[src/rtl/rv_pkg.sv]
// Shared RV32I decode types: opcodes, immediate formats
// and the ID/EX pipeline register bundle.
package rv_pkg;

    localparam int XLEN       = 32;
    localparam int REG_ADDR_W = 5;

    localparam logic [6:0] OPC_LUI    = 7'b0110111;
    localparam logic [6:0] OPC_AUIPC  = 7'b0010111;
    localparam logic [6:0] OPC_JAL    = 7'b1101111;
    localparam logic [6:0] OPC_JALR   = 7'b1100111;
    localparam logic [6:0] OPC_BRANCH = 7'b1100011;
    localparam logic [6:0] OPC_LOAD   = 7'b0000011;
    localparam logic [6:0] OPC_STORE  = 7'b0100011;
    localparam logic [6:0] OPC_OPIMM  = 7'b0010011;
    localparam logic [6:0] OPC_OP     = 7'b0110011;

    typedef enum logic [2:0] {
        IMM_I,
        IMM_S,
        IMM_B,
        IMM_U,
        IMM_J,
        IMM_NONE
    } imm_type_e;

    typedef struct packed {
        logic                  valid;
        logic [XLEN-1:0]       pc;
        logic [XLEN-1:0]       rs1_val;
        logic [XLEN-1:0]       rs2_val;
        logic [XLEN-1:0]       imm;
        logic [REG_ADDR_W-1:0] rd;
        logic [REG_ADDR_W-1:0] rs1;
        logic [REG_ADDR_W-1:0] rs2;
        logic [6:0]            opcode;
        logic [2:0]            funct3;
        logic                  funct7b5;
        logic                  is_load;
        logic                  illegal;
    } id_ex_t;

endpackage

[src/rtl/decode_issue_stage_if.sv]
// IF/ID input handshake and ID/EX register outputs of the
// decode stage; master is the fetch/execute side, slave is decode.
interface decode_issue_stage_if;
    import rv_pkg::*;

    logic                  in_valid;
    logic [XLEN-1:0]       in_instr;
    logic [XLEN-1:0]       in_pc;
    logic                  in_ready;

    logic                  ex_valid;
    logic [XLEN-1:0]       ex_pc;
    logic [XLEN-1:0]       ex_rs1_val;
    logic [XLEN-1:0]       ex_rs2_val;
    logic [XLEN-1:0]       ex_imm;
    logic [REG_ADDR_W-1:0] ex_rd;
    logic [REG_ADDR_W-1:0] ex_rs1;
    logic [REG_ADDR_W-1:0] ex_rs2;
    logic [6:0]            ex_opcode;
    logic [2:0]            ex_funct3;
    logic                  ex_funct7b5;
    logic                  ex_is_load;
    logic                  ex_illegal;

    modport master (
        output in_valid, in_instr, in_pc,
        input  in_ready,
        input  ex_valid, ex_pc, ex_rs1_val, ex_rs2_val,
        input  ex_imm, ex_rd, ex_rs1, ex_rs2,
        input  ex_opcode, ex_funct3, ex_funct7b5,
        input  ex_is_load, ex_illegal
    );

    modport slave (
        input  in_valid, in_instr, in_pc,
        output in_ready,
        output ex_valid, ex_pc, ex_rs1_val, ex_rs2_val,
        output ex_imm, ex_rd, ex_rs1, ex_rs2,
        output ex_opcode, ex_funct3, ex_funct7b5,
        output ex_is_load, ex_illegal
    );

endinterface

[src/rtl/imm_gen.sv]
// RV32I immediate generator: sign-extends from instr[31];
// the opcode bits are not needed, so only [31:7] comes in.
module imm_gen
    import rv_pkg::*;
(
    input  logic [31:7]     instr,
    input  imm_type_e       imm_type,
    output logic [XLEN-1:0] imm
);

    always_comb begin
        imm = '0;
        unique case (imm_type)
            IMM_I: imm = {{20{instr[31]}}, instr[31:20]};
            IMM_S: imm = {{20{instr[31]}}, instr[31:25],
                          instr[11:7]};
            IMM_B: imm = {{19{instr[31]}}, instr[31], instr[7],
                          instr[30:25], instr[11:8], 1'b0};
            IMM_U: imm = {instr[31:12], 12'b0};
            IMM_J: imm = {{11{instr[31]}}, instr[31],
                          instr[19:12], instr[20],
                          instr[30:21], 1'b0};
            default: imm = '0;
        endcase
    end

endmodule

[src/rtl/decode_issue_stage.sv]
// Decode stage: register read with WB bypass, load-use stall,
// immediate generation and the ID/EX pipeline register.
module decode_issue_stage
    import rv_pkg::*;
(
    input  logic                  clk,
    input  logic                  reset,
    decode_issue_stage_if.slave   bus,
    output logic [REG_ADDR_W-1:0] rf_a_addr,
    output logic [REG_ADDR_W-1:0] rf_b_addr,
    input  logic [XLEN-1:0]       rf_a_data,
    input  logic [XLEN-1:0]       rf_b_data,
    input  logic                  wb_write,
    input  logic [REG_ADDR_W-1:0] wb_addr,
    input  logic [XLEN-1:0]       wb_data,
    input  logic                  flush,
    input  logic                  hold
);

    logic [6:0]            opc;
    logic [REG_ADDR_W-1:0] rs1;
    logic [REG_ADDR_W-1:0] rs2;
    logic [REG_ADDR_W-1:0] rd;

    imm_type_e             imm_type;
    logic [XLEN-1:0]       imm;
    logic                  uses_rs1;
    logic                  uses_rs2;
    logic                  has_rd;
    logic                  is_load;
    logic                  illegal;

    logic [XLEN-1:0]       rs1_val;
    logic [XLEN-1:0]       rs2_val;
    logic                  hazard;
    logic                  ready;

    id_ex_t                dec;
    id_ex_t                q;
    id_ex_t                q_next;

    assign opc = bus.in_instr[6:0];
    assign rd  = bus.in_instr[11:7];
    assign rs1 = bus.in_instr[19:15];
    assign rs2 = bus.in_instr[24:20];

    assign rf_a_addr = rs1;
    assign rf_b_addr = rs2;

    always_comb begin
        imm_type = IMM_NONE;
        uses_rs1 = 1'b1;
        uses_rs2 = 1'b0;
        has_rd   = 1'b1;
        is_load  = 1'b0;
        illegal  = 1'b0;
        unique case (opc)
            OPC_LUI, OPC_AUIPC: begin
                imm_type = IMM_U;
                uses_rs1 = 1'b0;
            end
            OPC_JAL: begin
                imm_type = IMM_J;
                uses_rs1 = 1'b0;
            end
            OPC_JALR:  imm_type = IMM_I;
            OPC_BRANCH: begin
                imm_type = IMM_B;
                uses_rs2 = 1'b1;
                has_rd   = 1'b0;
            end
            OPC_LOAD: begin
                imm_type = IMM_I;
                is_load  = 1'b1;
            end
            OPC_STORE: begin
                imm_type = IMM_S;
                uses_rs2 = 1'b1;
                has_rd   = 1'b0;
            end
            OPC_OPIMM: imm_type = IMM_I;
            OPC_OP:    uses_rs2 = 1'b1;
            default: begin
                illegal = 1'b1;
                has_rd  = 1'b0;
            end
        endcase
    end

    imm_gen u_imm_gen (
        .instr    (bus.in_instr[31:7]),
        .imm_type (imm_type),
        .imm      (imm)
    );

    // The RF writes at the edge, so a same-cycle read is stale.
    always_comb begin
        rs1_val = rf_a_data;
        rs2_val = rf_b_data;
        if (wb_write && wb_addr != '0 && wb_addr == rs1)
            rs1_val = wb_data;
        if (wb_write && wb_addr != '0 && wb_addr == rs2)
            rs2_val = wb_data;
    end

    assign hazard = bus.in_valid && q.valid && q.is_load
                 && q.rd != '0
                 && ((uses_rs1 && q.rd == rs1)
                  || (uses_rs2 && q.rd == rs2));

    always_comb begin
        dec          = '0;
        dec.valid    = 1'b1;
        dec.pc       = bus.in_pc;
        dec.rs1_val  = rs1_val;
        dec.rs2_val  = rs2_val;
        dec.imm      = imm;
        dec.rd       = has_rd ? rd : '0;
        dec.rs1      = rs1;
        dec.rs2      = rs2;
        dec.opcode   = opc;
        dec.funct3   = bus.in_instr[14:12];
        dec.funct7b5 = bus.in_instr[30];
        dec.is_load  = is_load;
        dec.illegal  = illegal;
    end

    always_comb begin
        q_next = q;
        ready  = 1'b1;
        if (reset) begin
            ready = 1'b0;
        end else if (flush) begin
            q_next = '0;
        end else if (hold) begin
            ready = 1'b0;
        end else if (hazard) begin
            q_next = '0;
            ready  = 1'b0;
        end else begin
            q_next = bus.in_valid ? dec : '0;
        end
    end

    always_ff @(posedge clk) begin
        if (reset) q <= '0;
        else       q <= q_next;
    end

    assign bus.in_ready    = ready;
    assign bus.ex_valid    = q.valid;
    assign bus.ex_pc       = q.pc;
    assign bus.ex_rs1_val  = q.rs1_val;
    assign bus.ex_rs2_val  = q.rs2_val;
    assign bus.ex_imm      = q.imm;
    assign bus.ex_rd       = q.rd;
    assign bus.ex_rs1      = q.rs1;
    assign bus.ex_rs2      = q.rs2;
    assign bus.ex_opcode   = q.opcode;
    assign bus.ex_funct3   = q.funct3;
    assign bus.ex_funct7b5 = q.funct7b5;
    assign bus.ex_is_load  = q.is_load;
    assign bus.ex_illegal  = q.illegal;

endmodule
[src/flat_wrapper.sv]
// flat-port wrapper written by rule: the top's interface ports become plain ports
module decode_issue_stage_flat import rv_pkg::*;
  (clk, reset, rf_a_addr, rf_b_addr, rf_a_data, rf_b_data, wb_write, wb_addr, wb_data, flush, hold, bus_in_valid, bus_in_instr, bus_in_pc, bus_in_ready, bus_ex_valid, bus_ex_pc, bus_ex_rs1_val, bus_ex_rs2_val, bus_ex_imm, bus_ex_rd, bus_ex_rs1, bus_ex_rs2, bus_ex_opcode, bus_ex_funct3, bus_ex_funct7b5, bus_ex_is_load, bus_ex_illegal);
  decode_issue_stage_if bus_i ();
  input  logic clk;
  input  logic reset;
  output logic [REG_ADDR_W-1:0] rf_a_addr;
  output logic [REG_ADDR_W-1:0] rf_b_addr;
  input  logic [XLEN-1:0] rf_a_data;
  input  logic [XLEN-1:0] rf_b_data;
  input  logic wb_write;
  input  logic [REG_ADDR_W-1:0] wb_addr;
  input  logic [XLEN-1:0] wb_data;
  input  logic flush;
  input  logic hold;
  input wire logic [$bits(bus_i.in_valid)-1:0] bus_in_valid;
  input wire logic [$bits(bus_i.in_instr)-1:0] bus_in_instr;
  input wire logic [$bits(bus_i.in_pc)-1:0] bus_in_pc;
  output wire logic [$bits(bus_i.in_ready)-1:0] bus_in_ready;
  output wire logic [$bits(bus_i.ex_valid)-1:0] bus_ex_valid;
  output wire logic [$bits(bus_i.ex_pc)-1:0] bus_ex_pc;
  output wire logic [$bits(bus_i.ex_rs1_val)-1:0] bus_ex_rs1_val;
  output wire logic [$bits(bus_i.ex_rs2_val)-1:0] bus_ex_rs2_val;
  output wire logic [$bits(bus_i.ex_imm)-1:0] bus_ex_imm;
  output wire logic [$bits(bus_i.ex_rd)-1:0] bus_ex_rd;
  output wire logic [$bits(bus_i.ex_rs1)-1:0] bus_ex_rs1;
  output wire logic [$bits(bus_i.ex_rs2)-1:0] bus_ex_rs2;
  output wire logic [$bits(bus_i.ex_opcode)-1:0] bus_ex_opcode;
  output wire logic [$bits(bus_i.ex_funct3)-1:0] bus_ex_funct3;
  output wire logic [$bits(bus_i.ex_funct7b5)-1:0] bus_ex_funct7b5;
  output wire logic [$bits(bus_i.ex_is_load)-1:0] bus_ex_is_load;
  output wire logic [$bits(bus_i.ex_illegal)-1:0] bus_ex_illegal;
  assign bus_i.in_valid = bus_in_valid;
  assign bus_i.in_instr = bus_in_instr;
  assign bus_i.in_pc = bus_in_pc;
  assign bus_in_ready = bus_i.in_ready;
  assign bus_ex_valid = bus_i.ex_valid;
  assign bus_ex_pc = bus_i.ex_pc;
  assign bus_ex_rs1_val = bus_i.ex_rs1_val;
  assign bus_ex_rs2_val = bus_i.ex_rs2_val;
  assign bus_ex_imm = bus_i.ex_imm;
  assign bus_ex_rd = bus_i.ex_rd;
  assign bus_ex_rs1 = bus_i.ex_rs1;
  assign bus_ex_rs2 = bus_i.ex_rs2;
  assign bus_ex_opcode = bus_i.ex_opcode;
  assign bus_ex_funct3 = bus_i.ex_funct3;
  assign bus_ex_funct7b5 = bus_i.ex_funct7b5;
  assign bus_ex_is_load = bus_i.ex_is_load;
  assign bus_ex_illegal = bus_i.ex_illegal;
  decode_issue_stage u_core (.clk(clk), .reset(reset), .bus(bus_i), .rf_a_addr(rf_a_addr), .rf_b_addr(rf_b_addr), .rf_a_data(rf_a_data), .rf_b_data(rf_b_data), .wb_write(wb_write), .wb_addr(wb_addr), .wb_data(wb_data), .flush(flush), .hold(hold));
endmodule
[config.mk]
export PLATFORM = sky130hd
export DESIGN_NAME = decode_issue_stage_flat
export DESIGN_NICKNAME = d
export VERILOG_FILES = /design/src/rtl/rv_pkg.sv /design/src/rtl/decode_issue_stage_if.sv /design/src/rtl/imm_gen.sv /design/src/rtl/decode_issue_stage.sv /design/src/flat_wrapper.sv
export SDC_FILE = /design/constraint.sdc
export NUM_CORES = 1
export LEC_CHECK = 0
export ABC_CLOCK_PERIOD_IN_PS = 2900
export BUFFER_PORTS_ARGS = -buffer_cell sky130_fd_sc_hd__buf_4
export CORE_MARGIN = 1.5
export CORE_UTILIZATION = 30
export CTS_BUF_LIST = sky130_fd_sc_hd__clkbuf_8
export DETAILED_ROUTE_END_ITERATION = 10
export HOLD_SLACK_MARGIN = 0.05
export SYNTH_ARGS = -nofsm -noshare
export SYNTH_HDL_FRONTEND = slang
export SYNTH_SLANG_ARGS = --single-unit
export TNS_END_PERCENT = 100
[constraint.sdc]
create_clock -name clk -period 2.9 [get_ports clk]
set_input_delay 0.58 -clock clk [delete_from_list [all_inputs] [get_ports clk]]
set_output_delay 0.58 -clock clk [all_outputs]
set_load 0.005 [all_outputs]
==> metrics.md <==
| Metric | Value |
|---|---|
| Status | `completed` |
| Total CTS buffers | `17` |
| Syn Nets | `783` |
| Post-synth EDFFs | `0` |
| Net Sw Power | `0.001118 W` |
| Minimum clock period | `2753 ps` |
| Max layer used | `met5` |
| Antenna-violating nets left | `0` |
| Vias/cell | `4.825` |
| CTS tree | `yes` |
| Initial core utilization | `30.74%` |
| Period utilisation layout | `94.95%` |
| Max-Cap Viols | `0` |
| Number of global-route vias before repair | `5711` |
| PnR Total Power | `0.004217 W` |
| Worst IR drop on VDD | `0.2410 mV` |
| Die W | `147.5 um` |
| Yosys top cell by area | `dfxtp_1` |
| Filler cell count | `2022` |
| Setup bufs post-CTS | `0` |
| M1 WL | `9417 um` |
| Met3 Wirelength | `1700 um` |
| Initial antenna violation count | `1` |
| Slew of the pin with the lowest slew margin | `871.4 ps` |
| IO Pins | `339` |
| Pint | `0.003099 W` |
| Crit-path max cell delay | `560 ps` |
| Clock slew at reported path FFs | `90 ps` |
| Grt ovf | `0` |
| Drt pass-1 iters | `4` |
| Synth async-reset ratio | `0%` |
| Startpoint Class | `register` |
| Vias | `5833` |
| Core footprint | `20360 sq um` |
| Slowest CP cell | `or4_4` |
| Layout cells sized above 1 | `43.13%` |
| FMAX | `363.2 MHz` |
| Initial detailed-routing violation count | `257` |
| Die Area | `21740 sq um` |
| H-tree depth | `4` |
| Met2 wire len | `9641 um` |
| Reg power frac | `52.3%` |
| Global-route wire length before repair | `32330 um` |
| # port buffers | `338` |
| Synth cell count leaders | `dfxtp_1, a22o_1, nand2_1, o21ai_0, mux2i_1` |
| WS Path Type | `register to primary output` |
| Clk_lat worst skew | `450 ps` |
| Total clock sinks | `157` |
| Rows | `52` |
| WL/cell | `17.43 um` |
| Top cell type's share of synthesized area | `50.21%` |
| # setup viols final | `0` |
| Switching part of the total | `26.52%` |
| Post-cts sizing count | `1` |
| Worst Setup End Kind | `primary output` |
| Final Skew | `11.15 ps` |
| Critical path arrival | `2170 ps` |
| Avg Inst Size Synth | `10.23 sq um` |
| Top cells by area, synth | `dfxtp_1, a22o_1, mux2i_1` |
| Gate power share | `11.5%` |
| Buf+Inv Stages, Crit Path | `1` |
| Clock Tree Root | `clkbuf_8` |
| Fin Setup TNS | `0 ps` |
| Worst path required time | `2320 ps` |
| Synth Register Bits | `157` |
| Synth warn | `0` |
| ANT cells | `0` |
| Cell Area, Synth | `6260 sq um` |
| Area growth syn-to-layout | `50.47%` |
| Fin. max-slew vios | `0` |
| Total leakage power | `4.210 nW` |
| PD cells | `447.7 nW/um^2` |
| Die H | `147.5 um` |
| Netlist cell types | `44` |
| CP max FO | `6` |
| Clock Path Buffers | `2` |
| RSZ-0062 raised after global routing | `false` |
| Detailed Place HPWL | `15370 um` |
| Ys flop type | `dfxtp_1` |
| Count of hold buffers inserted by post-cts repair | `0` |
| Seq/Total Area, Yosys | `50.21%` |
| Relative slew slack | `41.47%` |
| Detailed Route WL | `21070 um` |
| Synthesized instance count | `612` |
| Hold Crit Class | `input port to register` |
| GRT Overall Usage | `19.04%` |
| Top-count cell post-synth | `dfxtp_1` |
| Final hold violations | `0` |
| Largest net degree at the start of global routing | `96` |
| Routability Congestion | `0.7892` |
| DRC | `0` |
| Clock power share | `36.2%` |
| CP Cell Sequence | `xnor2_1 > nand4b_1 > or4_4 > a31oi_2 > nor2_1 > buf_4` |
| Top delay family on crit path | `simple AND/OR/NAND/NOR gates` |
| Fin nets | `1097` |
==> stage by stage <==
step	hold slack, ps	instance area [sq um]	cells	util (%)	worst slack, ps
floorplan	448.7	6260	612	-	573.3
global placement	436.1	9044	1177	44.41	138.8
detailed placement	443.4	9044	1177	44.41	72.06
CTS	290.3	9408	1209	46.20	24.19
global route	295.7	9419	1209	46.25	29.56
finish	330.3	9419	1209	46.25	146.5
==> registers in the layout, indices dropped and copies added, names as in the netlist <==
signal and cells:
u_core.bus.ex_rs2 5, u_core.bus.ex_imm 32, u_core.bus.ex_rs2_val 32, u_core.bus.ex_pc 32, u_core.bus.ex_opcode 7, u_core.bus.ex_funct7b5 1, u_core.bus.ex_rs1 5, u_core.bus.ex_rd 5
u_core.bus.ex_is_load 1, u_core.bus.ex_valid 1, u_core.bus.ex_funct3 3, u_core.bus.ex_illegal 1, u_core.bus.ex_rs1_val 32
==> power groups by stage <==
stage | Sequential [W] | Clock, W | Combinational, W
after floorplan | 0.00226 | 0 | 0.000166
after detailed placement | 0.00226 | 0 | 0.000488
after global routing | 0.00221 | 0.00168 | 0.000527
after CTS | 0.00221 | 0.00159 | 0.000490
after global placement | 0.00226 | 0 | 0.000488
final | 0.00221 | 0.00152 | 0.000485
==> layout by cell type (no fill, tap or decap), types with 4 or more instances in the layout <==
master / netlist / routed
dfxtp_1: 157 / 152
xor2_1: 4 / 4
mux2i_1: 66 / 66
xnor2_1: 16 / 16
clkbuf_8: 0 / 18
clkinv_2: 0 / 4
buf_12: 0 / 5
inv_6: 0 / 4
a21o_1: 19 / 19
dfxtp_2: 0 / 5
nand2_1: 70 / 70
a32o_1: 12 / 12
o21ai_0: 68 / 68
nand3_1: 7 / 6
nor2_1: 7 / 7
a22o_1: 82 / 82
buf_4: 12 / 351
==> worst reg2reg max path, cell delays in order (launching register included) <==
cell and delay, ps:
dfxtp_2 400, xnor2_1 140, nand4b_1 110, or4_4 560, and3_2 300, buf_12 180, a32o_1 250
==> cell families after synthesis <==
logic type / count (synthesis) / synth area share, %
DFF: 157 / 50.21
muxes: 66 / 10.55
and+or+nand+nor: 114 / 8.895
buffers and inverters: 63 / 5.197
AOI/OAI and AO/OA: 192 / 22.35
xor gates and xnor gates: 20 / 2.798
==> per-layer routing <==
layer,track usage (%),vias to the layer above
met4,5.400,2
met3,6.142,18
li1,-,2847
met5,0,-
met1,25.05,2746
met2,29.91,220
==> worst paths after layout <==
check	from	endpoint	slack, ps	cells after the start
worst max-delay path	u_core.bus.ex_rd[4]	bus_in_ready	150	6
worst min-delay path	flush	u_core.bus.ex_valid	330	2
worst min register to register	u_core.bus.ex_rs1_val[6]	u_core.bus.ex_rs1_val[6]	460	2
worst max register to register	u_core.bus.ex_rd[4]	u_core.bus.ex_rd[0]	860	6
==> cell type report <==
type | instances | area (sq um) | area share, %
sequential | 157 | 3149 | 33.44
multi-input combinational | 392 | 2831 | 30.06
timing repair buffer | 356 | 2735 | 29.04
tap | 270 | 337.8 | 3.587
clock buffer | 18 | 247.7 | 2.630
clock inverter | 14 | 110.1 | 1.169
inverter | 2 | 7.507 | 0.07970
(Power assumes the default switching activity.)
